<file path="config.mk">
export PLATFORM = sky130hd
export DESIGN_NAME = divider_arbiter
export DESIGN_NICKNAME = d
export VERILOG_FILES = /design/src/rtl/divider_arb_pkg.sv /design/src/rtl/divider_arbiter_rr.sv /design/src/rtl/divider_arbiter.sv
export SDC_FILE = /design/constraint.sdc
export NUM_CORES = 1
export LEC_CHECK = 0
export BUFFER_PORTS_ARGS = -buffer_cell sky130_fd_sc_hd__buf_2
export CELL_PAD_IN_SITES_DETAIL_PLACEMENT = 1
export CELL_PAD_IN_SITES_GLOBAL_PLACEMENT = 2
export CORE_MARGIN = 2
export CORE_UTILIZATION = 28
export CTS_CLUSTER_SIZE = 30
export DETAILED_ROUTE_END_ITERATION = 7
export PLACE_DENSITY_LB_ADDON = 0.1
export SETUP_SLACK_MARGIN = 0.15
export SYNTH_ARGS = -nofsm -noshare
export SYNTH_HDL_FRONTEND = slang
export SYNTH_SLANG_ARGS = --single-unit
</file>
<file path="constraint.sdc">
create_clock -name clk -period 7.02 [get_ports clk]
set_input_delay 0.702 -clock clk [delete_from_list [all_inputs] [get_ports clk]]
set_output_delay 0.702 -clock clk [all_outputs]
set_load 0.05 [all_outputs]
</file>
<file path="src/rtl/divider_arb_pkg.sv">
// Shared types and constants for the two-requester divider arbiter.
package divider_arb_pkg;

  localparam int NUM_REQ = 2;
  localparam int DATA_W  = 32;

  // Quotient reported for a bypassed divide-by-zero.
  localparam logic [DATA_W-1:0] DBZ_QUOTIENT = 32'hFFFF_FFFF;

  typedef enum logic [1:0] {
    IDLE,
    ISSUE,
    WAIT,
    RESP
  } state_t;

endpackage

</file>
<file path="src/rtl/divider_arbiter_rr.sv">
// Two-way round-robin grant: the pointer names the preferred requester,
// otherwise the other requester wins if it is the only one asking.
module rr_arbiter_2 (
  input  logic [1:0] req,
  input  logic       ptr,
  output logic [1:0] gnt
);

  logic ptr_alt;

  assign ptr_alt = ~ptr;

  // One-hot grant, preferred requester first.
  always_comb begin
    gnt = 2'b00;
    if (req[ptr]) begin
      gnt[ptr] = 1'b1;
    end else if (req[ptr_alt]) begin
      gnt[ptr_alt] = 1'b1;
    end
  end

endmodule

</file>
<file path="src/rtl/divider_arbiter.sv">
// Arbitrates two requesters onto one external signed 32-bit divider.
// Optional feature: define DIV_ZERO_BYPASS_EN to answer divide-by-zero
// requests locally (quotient all ones, remainder = dividend) without
// starting the divider.
module divider_arbiter
  import divider_arb_pkg::*;
#(
  parameter int TIMEOUT_CYCLES = 64
) (
  input  logic        clk,
  input  logic        rst,
  input  logic [1:0]  req_valid,
  output logic [1:0]  req_ready,
  input  logic [63:0] req_dividend,
  input  logic [63:0] req_divisor,
  output logic [1:0]  rsp_valid,
  input  logic [1:0]  rsp_ready,
  output logic [31:0] rsp_quotient,
  output logic [31:0] rsp_remainder,
  output logic        rsp_dbz,
  output logic        rsp_err,
  output logic        div_start,
  output logic [31:0] div_dividend,
  output logic [31:0] div_divisor,
  input  logic [31:0] div_quotient,
  input  logic [31:0] div_remainder,
  input  logic        div_done,
  output logic        busy
);

  localparam int               CNT_W    = $clog2(TIMEOUT_CYCLES + 1);
  localparam logic [CNT_W-1:0] CNT_LAST = CNT_W'(TIMEOUT_CYCLES - 1);

  state_t state, state_nxt;

  logic                     ptr;
  logic                     own;
  logic [1:0]               gnt;
  logic signed [DATA_W-1:0] sel_dividend, sel_divisor;
  logic signed [DATA_W-1:0] opa, opb, quo, rem;
  logic                     dbz, err;
  logic [CNT_W-1:0]         wait_cnt;
  logic                     accept, bypass, done_ok, timeout, handshake;

  rr_arbiter_2 u_rr (
    .req (req_valid),
    .ptr (ptr),
    .gnt (gnt)
  );

  // Operand mux for the granted requester and per-state event decode.
  always_comb begin
    sel_dividend = gnt[1] ? req_dividend[63:32] : req_dividend[31:0];
    sel_divisor  = gnt[1] ? req_divisor[63:32]  : req_divisor[31:0];
    accept       = (state == IDLE) && (req_valid != 2'b00);
`ifdef DIV_ZERO_BYPASS_EN
    bypass       = (sel_divisor == '0);
`else
    bypass       = 1'b0;
`endif
    // The first WAIT cycle (wait_cnt == 0) blanks a stale done.
    done_ok      = (state == WAIT) && div_done && (wait_cnt != '0);
    timeout      = (state == WAIT) && (wait_cnt == CNT_LAST);
    handshake    = (state == RESP) && rsp_ready[own];
  end

  // State register.
  always_ff @(posedge clk or posedge rst) begin
    if (rst) state <= IDLE;
    else     state <= state_nxt;
  end

  // Next-state and handshake outputs.
  always_comb begin
    state_nxt = state;
    req_ready = 2'b00;
    div_start = 1'b0;
    rsp_valid = 2'b00;
    unique case (state)
      IDLE: begin
        // rst gate keeps req_ready low while reset is asserted.
        if (accept && !rst) req_ready = gnt;
        if (accept) state_nxt = bypass ? RESP : ISSUE;
      end
      ISSUE: begin
        div_start = 1'b1;
        state_nxt = WAIT;
      end
      WAIT: begin
        if (done_ok || timeout) state_nxt = RESP;
      end
      RESP: begin
        rsp_valid = own ? 2'b10 : 2'b01;
        if (handshake) state_nxt = IDLE;
      end
      default: state_nxt = IDLE;
    endcase
  end

  // Grant owner, round-robin pointer and WAIT-cycle counter.
  always_ff @(posedge clk or posedge rst) begin
    if (rst) begin
      ptr      <= 1'b0;
      own      <= 1'b0;
      wait_cnt <= '0;
    end else begin
      if (accept)    own <= gnt[1];
      if (handshake) ptr <= ~own;
      if ((state == WAIT) && !done_ok && !timeout) wait_cnt <= wait_cnt + CNT_W'(1);
      else                                         wait_cnt <= '0;
    end
  end

  // Operand latch and response capture; all of these drive outputs.
  always_ff @(posedge clk or posedge rst) begin
    if (rst) begin
      opa <= '0;
      opb <= '0;
      quo <= '0;
      rem <= '0;
      dbz <= 1'b0;
      err <= 1'b0;
    end else if (accept) begin
      opa <= sel_dividend;
      opb <= sel_divisor;
      dbz <= (sel_divisor == '0);
      err <= 1'b0;
      if (bypass) begin
        quo <= DBZ_QUOTIENT;
        rem <= sel_dividend;
      end
    end else if (done_ok) begin
      quo <= div_quotient;
      rem <= div_remainder;
    end else if (timeout) begin
      quo <= '0;
      rem <= '0;
      err <= 1'b1;
    end
  end

  assign div_dividend  = opa;
  assign div_divisor   = opb;
  assign rsp_quotient  = quo;
  assign rsp_remainder = rem;
  assign rsp_dbz       = dbz;
  assign rsp_err       = err;
  assign busy          = (state != IDLE);

endmodule

</file>
* Yosys cells after proc, flatten, opt, wreduce, memory -nomap -nowiden *
Cells that the tools add are included.
W data, S select, Z words.

storage, ports and cells
  output and inout bits = 136
  logic and storage cells = 81
  memory bits (writable) = 0
  latch bits = 0
  flip-flop bits (word level) = 141
  memories kept = 0
  memory bits (read-only) = 0

cells by class
  eq/ne operators = 8
  reduce and logical (&&, ||, !) cells = 24
  bitwise logic cells = 3
  mux-type cells = 30
  $lt $le $gt $ge = 5
  shift-type cells = 0
  multiply operators = 0
  divide/modulo/power cells = 0
  add/subtract/negate cells = 1

operator list
  kind                   count
  $mux W32               5
  $logic_not A32 Y1      1
  $mux W2                9
  $mux W1                12
  $logic_and A1 B1 Y1    10
  $pmux W2 S4            1
  $reduce_bool A2 Y1     4
  $add A7 B1 Y7 const B  1
  $eq A7 B6 Y1 const B   1
  $mux W7                1
  $reduce_bool A7 Y1     1
  $lt A1 B2 Y1 const B   3
  $ne A2 B2 Y1 const B   3
  $eq A2 B2 Y1 const B   2
  $reduce_and A2 Y1      2
  $logic_not A1 Y1       3
  $not A1 Y1             3
  $reduce_and A3 Y1      1
  $demux W1 S1           2
  $eq A2 B1 Y1 const B   1
  $ge A1 B1 Y1 const B   2
  $logic_not A2 Y1       1
  $ne A2 B1 Y1 const B   1
  $logic_or A1 B1 Y1     1

* Logic depth before layout (Yosys ltp) *
Gate-level depths: netlist of run 1.

  depth in word-level cells = 9
  depth in mapped cells = 8
  depth with buffers taken out = 6

* Modules after synthesis *
Synthesis of run 1 repeated with hierarchy kept, for this count alone.

second synthesis, totals
  cell total of the unflattened synthesis = 525
  area, all modules = 6037.0 um^2

by module, submodules not included
  module           sequential area each (um^2)  instances  area an instance (um^2)  cells each
  divider_arbiter  3528.4                       1          6018.3                   522
  rr_arbiter_2     0.0                          1          18.8                     3

* Least setup slack after synthesis of run 1 *
No wires, ideal clock.

  kind = reg-to-output
  start = reg state[0]
  end = out req_ready[0]
  data required time = 6.318 ns
  path buffers = 0
  stages on the path, launching flop included = 5
  arrival = 3.352 ns
  setup slack = 2.966 ns
  path through = dfrtp_1 inv_1 ha_1 inv_1 a2111oi_0

between the ends
  longest elaborated chain between the ends = 5

RTL lines
  element                 line                                          RTL
  start, declared         divider_arbiter.sv:34                         state_t state, state_nxt;
  start signal, assigned  divider_arbiter.sv:70                         else state <= state_nxt;
  $logic_not A2 Y1 (*)    divider_arbiter.sv:55, divider_arbiter.sv:79
  $logic_and A1 B1 Y1     divider_arbiter.sv:55                         accept = (state == IDLE) && (req_valid != 2'b00);
  $logic_and A1 B1 Y1     divider_arbiter.sv:82                         if (accept && !rst) req_ready = gnt;
  $mux W2                 divider_arbiter.sv:82
  $mux W2 (*)             divider_arbiter.sv:79                         unique case (state)
  end, declared           divider_arbiter.sv:13                         output logic [1:0] req_ready,

Mark *: on every way between the ends. The rest lies on a longest branch, timed or not.

* Final worst setup path of run 1 *
Same ends and word-level chain as after synthesis.

==> metrics, run 1 <==
share of final-layout standard cells stronger than drive strength 1=0.4420; number of ports placed on the die boundary=335; CP dominant cell by count=inv_1; cell area after synthesis=0.006017 sq mm; accumulated negative setup slack=0 ns; crit path launch type=flop; Leak Pwr=4.510 nW; Main synth FF type=dfrtp_1; number of gates resized after cts=0; number of nets in the finished design=1046; time the worst path needs with I/O delays and setup=2.748 ns; P per Cell Area=545.2 mW/mm^2; overall via count from detail_route=5324; final-report setup violation count=0; outcome=finished clean; share of the yosys chip area belonging to registers=0.5864; setup skew after layout=0.01284 ns; achievable clock frequency=363.9 MHz; RePlAce Congestion=0.7688; synthesis warning total=0; critical path's largest stage delay=0.40 ns; height of the chip=150.6 microns; largest net degree at the start of global routing=106; floorplan die area=0.02268 sq mm; leading cell type in the layout, fill and taps excluded=buf_2; RSZ-0062 raised after global routing=no; detailed router's first-iteration violation count=166; peak supply drop=0.1977 mV; number of synthesized flops with an enable pin=0; Port Buffers=334; post-route DRC violation count=0; global router's overall resource usage=0.1822; synthesized flop and latch total=141; post-route fraction of the period consumed by the critical path=0.3915; commonest non-fill, non-tap cells in the layout=buf_2, dfrtp_1, nand2_1; area growth from synthesis to layout=41.55%; iteration count of the initial detailed-routing pass=4; starting density of the core=0.2853; largest fanout on the critical path=4; CTS tree=done; Hold WC Path Type=in -> async; synthesized net count=724; number of placement rows=53; number of antenna violations at the first check in global routing=3; Inst Count DP=1096; Inserted Clock Buffers=17; Setup Crit Path Kind=reg -> out; number of standard cells in the final layout excluding fillers=1132; transition time at the pin with the least slew margin=1.255 ns; required arrival time at the worst endpoint=6.32 ns; Antenna Nets Post-Route=0; number of buffers added for setup after CTS=0; max-cap check violation count=0; Data arrival, critical path=2.05 ns; total count of hold-check failures in the final report=0; worst slew slack as a fraction of its limit=0.1636; sink count of the clock tree=141; Gate Count Post-Synth=518; detail-routed via count per cell=4.703; cell at the root of the clock tree=clkbuf_16; max-slew violations=0; hold buffers post-CTS=0; maximum number of buffers from clock root to sink=2; number of unique standard cell types used by synthesis=35; wirelength, routed=20780 microns; Wirelength per Cell=18.35 microns; endpoint class of the critical path=output port; number of global-route vias before repair=5736; core footprint=0.02109 sq mm; Congestion Overflow GR=0; average footprint of a synthesized cell=11.62 sq um; overall power after layout=4.643 mW; global-route wire length before repair=31990 microns; width of the die=150.6 microns; clock-pin slew reported for the worst setup and hold paths after clock tree synthesis=0.06 ns; crit-path cells=inv_1, ha_1, inv_1, a2111oi_0, buf_2; clock latency at the later pin of the worst-skew pair=0.42 ns; slowest cell on the critical path=dfrtp_1; proportion of register bits with asynchronous set or reset after synthesis=1.000; Max H-tree Level=4; final HPWL from detailed placement=15730 microns
power by group:
| part | switching, mW | leakage (nW) | internal (mW) | total [mW] |
|---|---|---|---|---|
| combinational | 1.82 | 2.46 | 0.573 | 2.39 |
| sequential | 0.188 | 1.77 | 1.17 | 1.36 |
| clock | 0.384 | 0.279 | 0.510 | 0.894 |
cells in the mapped netlist (2+ instances only):
| library cell | count | share of area |
|---|---|---|
| xnor2_1 | 2 | 0.0029 |
| nand2_1 | 72 | 0.045 |
| inv_1 | 9 | 0.0056 |
| nand4_1 | 3 | 0.0031 |
| buf_4 | 6 | 0.0075 |
| a22oi_1 | 2 | 0.0025 |
| xor2_1 | 2 | 0.0029 |
| ha_1 | 7 | 0.015 |
| a22o_1 | 64 | 0.093 |
| buf_2 | 12 | 0.010 |
| nor4_1 | 16 | 0.017 |
| mux2i_1 | 65 | 0.11 |
| o21ai_1 | 2 | 0.0017 |
| nor2_1 | 9 | 0.0056 |
| clkbuf_1 | 17 | 0.011 |
| dfrtp_1 | 141 | 0.59 |
| nand3_1 | 3 | 0.0025 |
| o21ai_0 | 66 | 0.055 |
| and3_1 | 2 | 0.0021 |
| nor3_1 | 3 | 0.0025 |
worst max-delay path, delay by kind of cell, from the launching register on:
family | cells | cell delay, ns
adders and majority gates | 1 | 0.26
AOI/OAI and AO/OA | 1 | 0.37
buffers and inverters | 3 | 0.60
DFF | 1 | 0.40
cell families (layout without fill, tap and decap cells):
logic type	count (synthesis)	in the layout	synth area share
compound gates	141	141	0.1632
flops	141	141	0.5864
simple gates	115	115	0.08630
mux	66	66	0.1100
buf+inv	44	379	0.03369
fa+ha+maj	7	7	0.01456
xor+xnor	4	4	0.005823
other cells	0	4	0
final timing paths:
kind                                 from                 to  slack [ns]  depth (start not counted)
max reg2reg                      state[1]  rsp_remainder[26]        4.45                          5
max                              state[0]       req_ready[0]        4.27                          5
min                                   rst   div_dividend[15]        0.43                          2
min reg2reg                div_divisor[4]     div_divisor[4]        0.47                          2
min in group clk                 div_done        wait_cnt[6]        0.47                          2
max in group asynchronous             rst   div_dividend[19]        5.25                          3
per-layer routing:
metal,GRT usage,routed length [microns],vias up
met5,0,0,-
li1,-,-,2532
met4,0.06402,344,0
met3,0.04455,1346,23
met1,0.2205,8498,2584
met2,0.3157,10590,185
area by class of cell:
cell class	count	area (sq um)
Antenna cell	4	10.01
Tap cell	275	344.1
Multi-Input combinational cell	333	2310
Clock inverter	14	145.1
Timing Repair Buffer	338	1702
Sequential cell	141	3528
Inverter	9	38.79
Fill cell	2449	12570
Clock buffer	18	439.2
through the flow:
step / hold slack (ns) / worst slack, ns / area (sq um) / utilization
floorplan: 0.4466 / 2.537 / 6017 / -
detailed placement: 0.4647 / 3.967 / 7923 / 0.3757
global placement: 0.4576 / 4.044 / 7923 / 0.3757
finish: 0.4254 / 4.272 / 8517 / 0.4039
CTS: 0.4515 / 4.210 / 8507 / 0.4034
global route: 0.4676 / 4.008 / 8512 / 0.4036
registers in the layout (all words and copies together), names as in the netlist:
| signal | cells |
|---|---|
| wait_cnt | 7 |
| div_divisor | 32 |
| rsp_dbz | 1 |
| ptr | 1 |
| rsp_quotient | 32 |
| rsp_err | 1 |
| state | 2 |
| own | 1 |
| rsp_remainder | 32 |
| div_dividend | 32 |
(Power assumes the default switching activity.)
==> inputs of run 2 (changes only) <==
--- a/config.mk
+++ b/config.mk
@@ -9,7 +9,7 @@
 export CELL_PAD_IN_SITES_DETAIL_PLACEMENT = 1
 export CELL_PAD_IN_SITES_GLOBAL_PLACEMENT = 2
 export CORE_MARGIN = 2
-export CORE_UTILIZATION = 28
+export CORE_UTILIZATION = 23
 export CTS_CLUSTER_SIZE = 30
 export DETAILED_ROUTE_END_ITERATION = 7
 export PLACE_DENSITY_LB_ADDON = 0.1
==> constraint.sdc (replaced) <==
create_clock -name clk -period 2.4 [get_ports clk]
set_input_delay 0.24 -clock clk [delete_from_list [all_inputs] [get_ports clk]]
set_output_delay 0.24 -clock clk [all_outputs]
set_load 0.05 [all_outputs]
==> metrics, run 2 (synthesis results as in run 1) <==
Internal Dissipation=6.693 mW; core footprint=0.02584 sq mm; area used by multi-input combinational logic=0.002330 sq mm; relative contribution of combinational cells to total power=0.521; CTS tree=done; max-cap check violation count=0; Hold WC Path Type=in -> reg; Inserted Clock Buffers=17; fraction of power spent switching nets=0.5163; detail-routed via count per cell=4.508; max-slew violations=0; post-route DRC violation count=0; switching pwr=7.143 mW; Wirelength per Cell=18.65 microns; height of the chip=165.7 microns; final HPWL from detailed placement=16240 microns; largest net degree at the start of global routing=73; global router's overall resource usage=0.1572; RePlAce Congestion=0.7723; share of power burned in the clock network=0.190; detailed router's first-iteration violation count=236; proportion of power drawn by flip-flops and latches=0.289; number of antenna violations at the first check in global routing=4; Congestion Overflow GR=0; clock latency at the later pin of the worst-skew pair=0.42 ns; number of filler cells placed in the layout=2980; transition time at the pin with the least slew margin=0.9121 ns; number of placement rows=59; maximum number of buffers from clock root to sink=2; Port Buffers=334; clock-pin slew reported for the worst setup and hold paths after clock tree synthesis=0.07 ns; crit path launch type=flop; number of ports placed on the die boundary=335; number of nets in the finished design=1061; iteration count of the initial detailed-routing pass=4; achievable clock frequency=459.1 MHz; core utilization of the finished layout=0.3441; sink count of the clock tree=141; sequential standard cell area=0.003528 sq mm; accumulated negative setup slack=0 ns; RSZ-0062 raised after global routing=yes; Data arrival, critical path=2.54 ns; endpoint class of the critical path=flop; area growth from synthesis to layout=47.74%; time the worst path needs with I/O delays and setup=2.178 ns; commonest non-fill, non-tap cells in the layout=buf_2, dfrtp_1, nand2_1; Setup Crit Path Kind=reg -> reg; largest fanout on the critical path=16; Antenna Nets Post-Route=0; floorplan die area=0.02747 sq mm; Leak Pwr=4.654 nW; peak supply drop=0.7496 mV; P per Cell Area=1556 mW/mm^2; required arrival time at the worst endpoint=2.76 ns; leading cell type in the layout, fill and taps excluded=buf_2; worst slew slack as a fraction of its limit=0.3896; starting density of the core=0.2329; final-report setup violation count=0; share of final-layout standard cells stronger than drive strength 1=0.4528; outcome=finished clean; setup skew after layout=0.008418 ns; cell at the root of the clock tree=clkbuf_16; global-route wire length before repair=33790 microns; total count of hold-check failures in the final report=0; post-route fraction of the period consumed by the critical path=0.9076; number of global-route vias before repair=5658; wirelength, routed=22490 microns; Max H-tree Level=4; width of the die=165.7 microns; overall via count from detail_route=5437
[run 2: cell types whose count changed in the layout (fill, tap and decap cells not counted), moves of 2 or more]
cell | before | now
buf_12 | 0 | 6
buf_4 | 4 | 6
clkbuf_16 | 17 | 21
clkinv_2 | 0 | 2
dlygate4sd3_1 | 0 | 2
[run 2: routing by layer]
metal | GRT usage | part of all wire | wire length (microns) | vias to the layer above
met2 | 0.2675 | 0.51 | 11390 | 181
li1 | - | - | - | 2564
met5 | 0 | 0 | 0 | -
met1 | 0.1933 | 0.43 | 9583 | 2668
met4 | 0.06125 | 0.021 | 467 | 0
met3 | 0.03670 | 0.047 | 1052 | 24
[run 2: cell type report]
class	instances	share of cell area
Sequential cell	141	0.3969
Antenna cell	3	0.0008445
Clock buffer	17	0.04785
Multi-Input combinational cell	333	0.2621
Clock inverter	15	0.01661
Inverter	9	0.004222
Timing Repair Buffer	353	0.2243
Tap cell	335	0.04715
[run 2: metrics by stage]
stage               cell area (sq um)  hold WS, ns  worst slack [ns]  total power, mW  cells
floorplan                        6032       0.3109            0.1833            9.227    518
global placement                 8120       0.3962            0.2279            11.08   1161
detailed placement               8120       0.4114            0.1628            11.21   1161
CTS                              8713     0.008969            0.1524            13.91   1195
global route                     8890      0.01135            0.1192            14.60   1206
finish                           8890      0.02761            0.2217            13.84   1206
[run 2: timing repair]
item,CTS,global route
resized for setup,0,6
buffers inserted,0,3
endpoints found under the hold margin,23,0
hold buffers,2,0
endpoints found under the setup margin,0,66
[run 2: power by group through the flow]
stage               registers [mW]  clock network [mW]  logic [mW]
floorplan                     7.45                   0        1.77
global placement              4.01                   0        7.07
global route                  4.15                2.84        7.61
CTS                           4.02                2.71        7.18
finish                        4.00                2.63        7.21
detailed placement            4.05                   0        7.16
[run 2: path summary, 6_finish.rpt]
check                                  start                end  slack, ns  depth (start not counted)
setup / recovery                 wait_cnt[0]   rsp_quotient[31]       0.22                          8
hold / removal             div_remainder[28]  rsp_remainder[28]       0.03                          2
setup reg to reg                 wait_cnt[0]   rsp_quotient[31]       0.22                          8
hold reg to reg              div_divisor[31]    div_divisor[31]       0.48                          2
max in group asynchronous                rst    div_dividend[7]       1.09                          4
min in group asynchronous                rst   div_dividend[22]       0.52                          3
[run 2: worst max-delay path, stage by stage, from the launching register on]
cell and delay, ns:
dfrtp_1 0.39, inv_1 0.07, ha_1 0.13, or4b_1 0.43, o31a_1 0.39, o211ai_4 0.21
buf_12 0.16, clkbuf_16 0.18, a22o_1 0.16
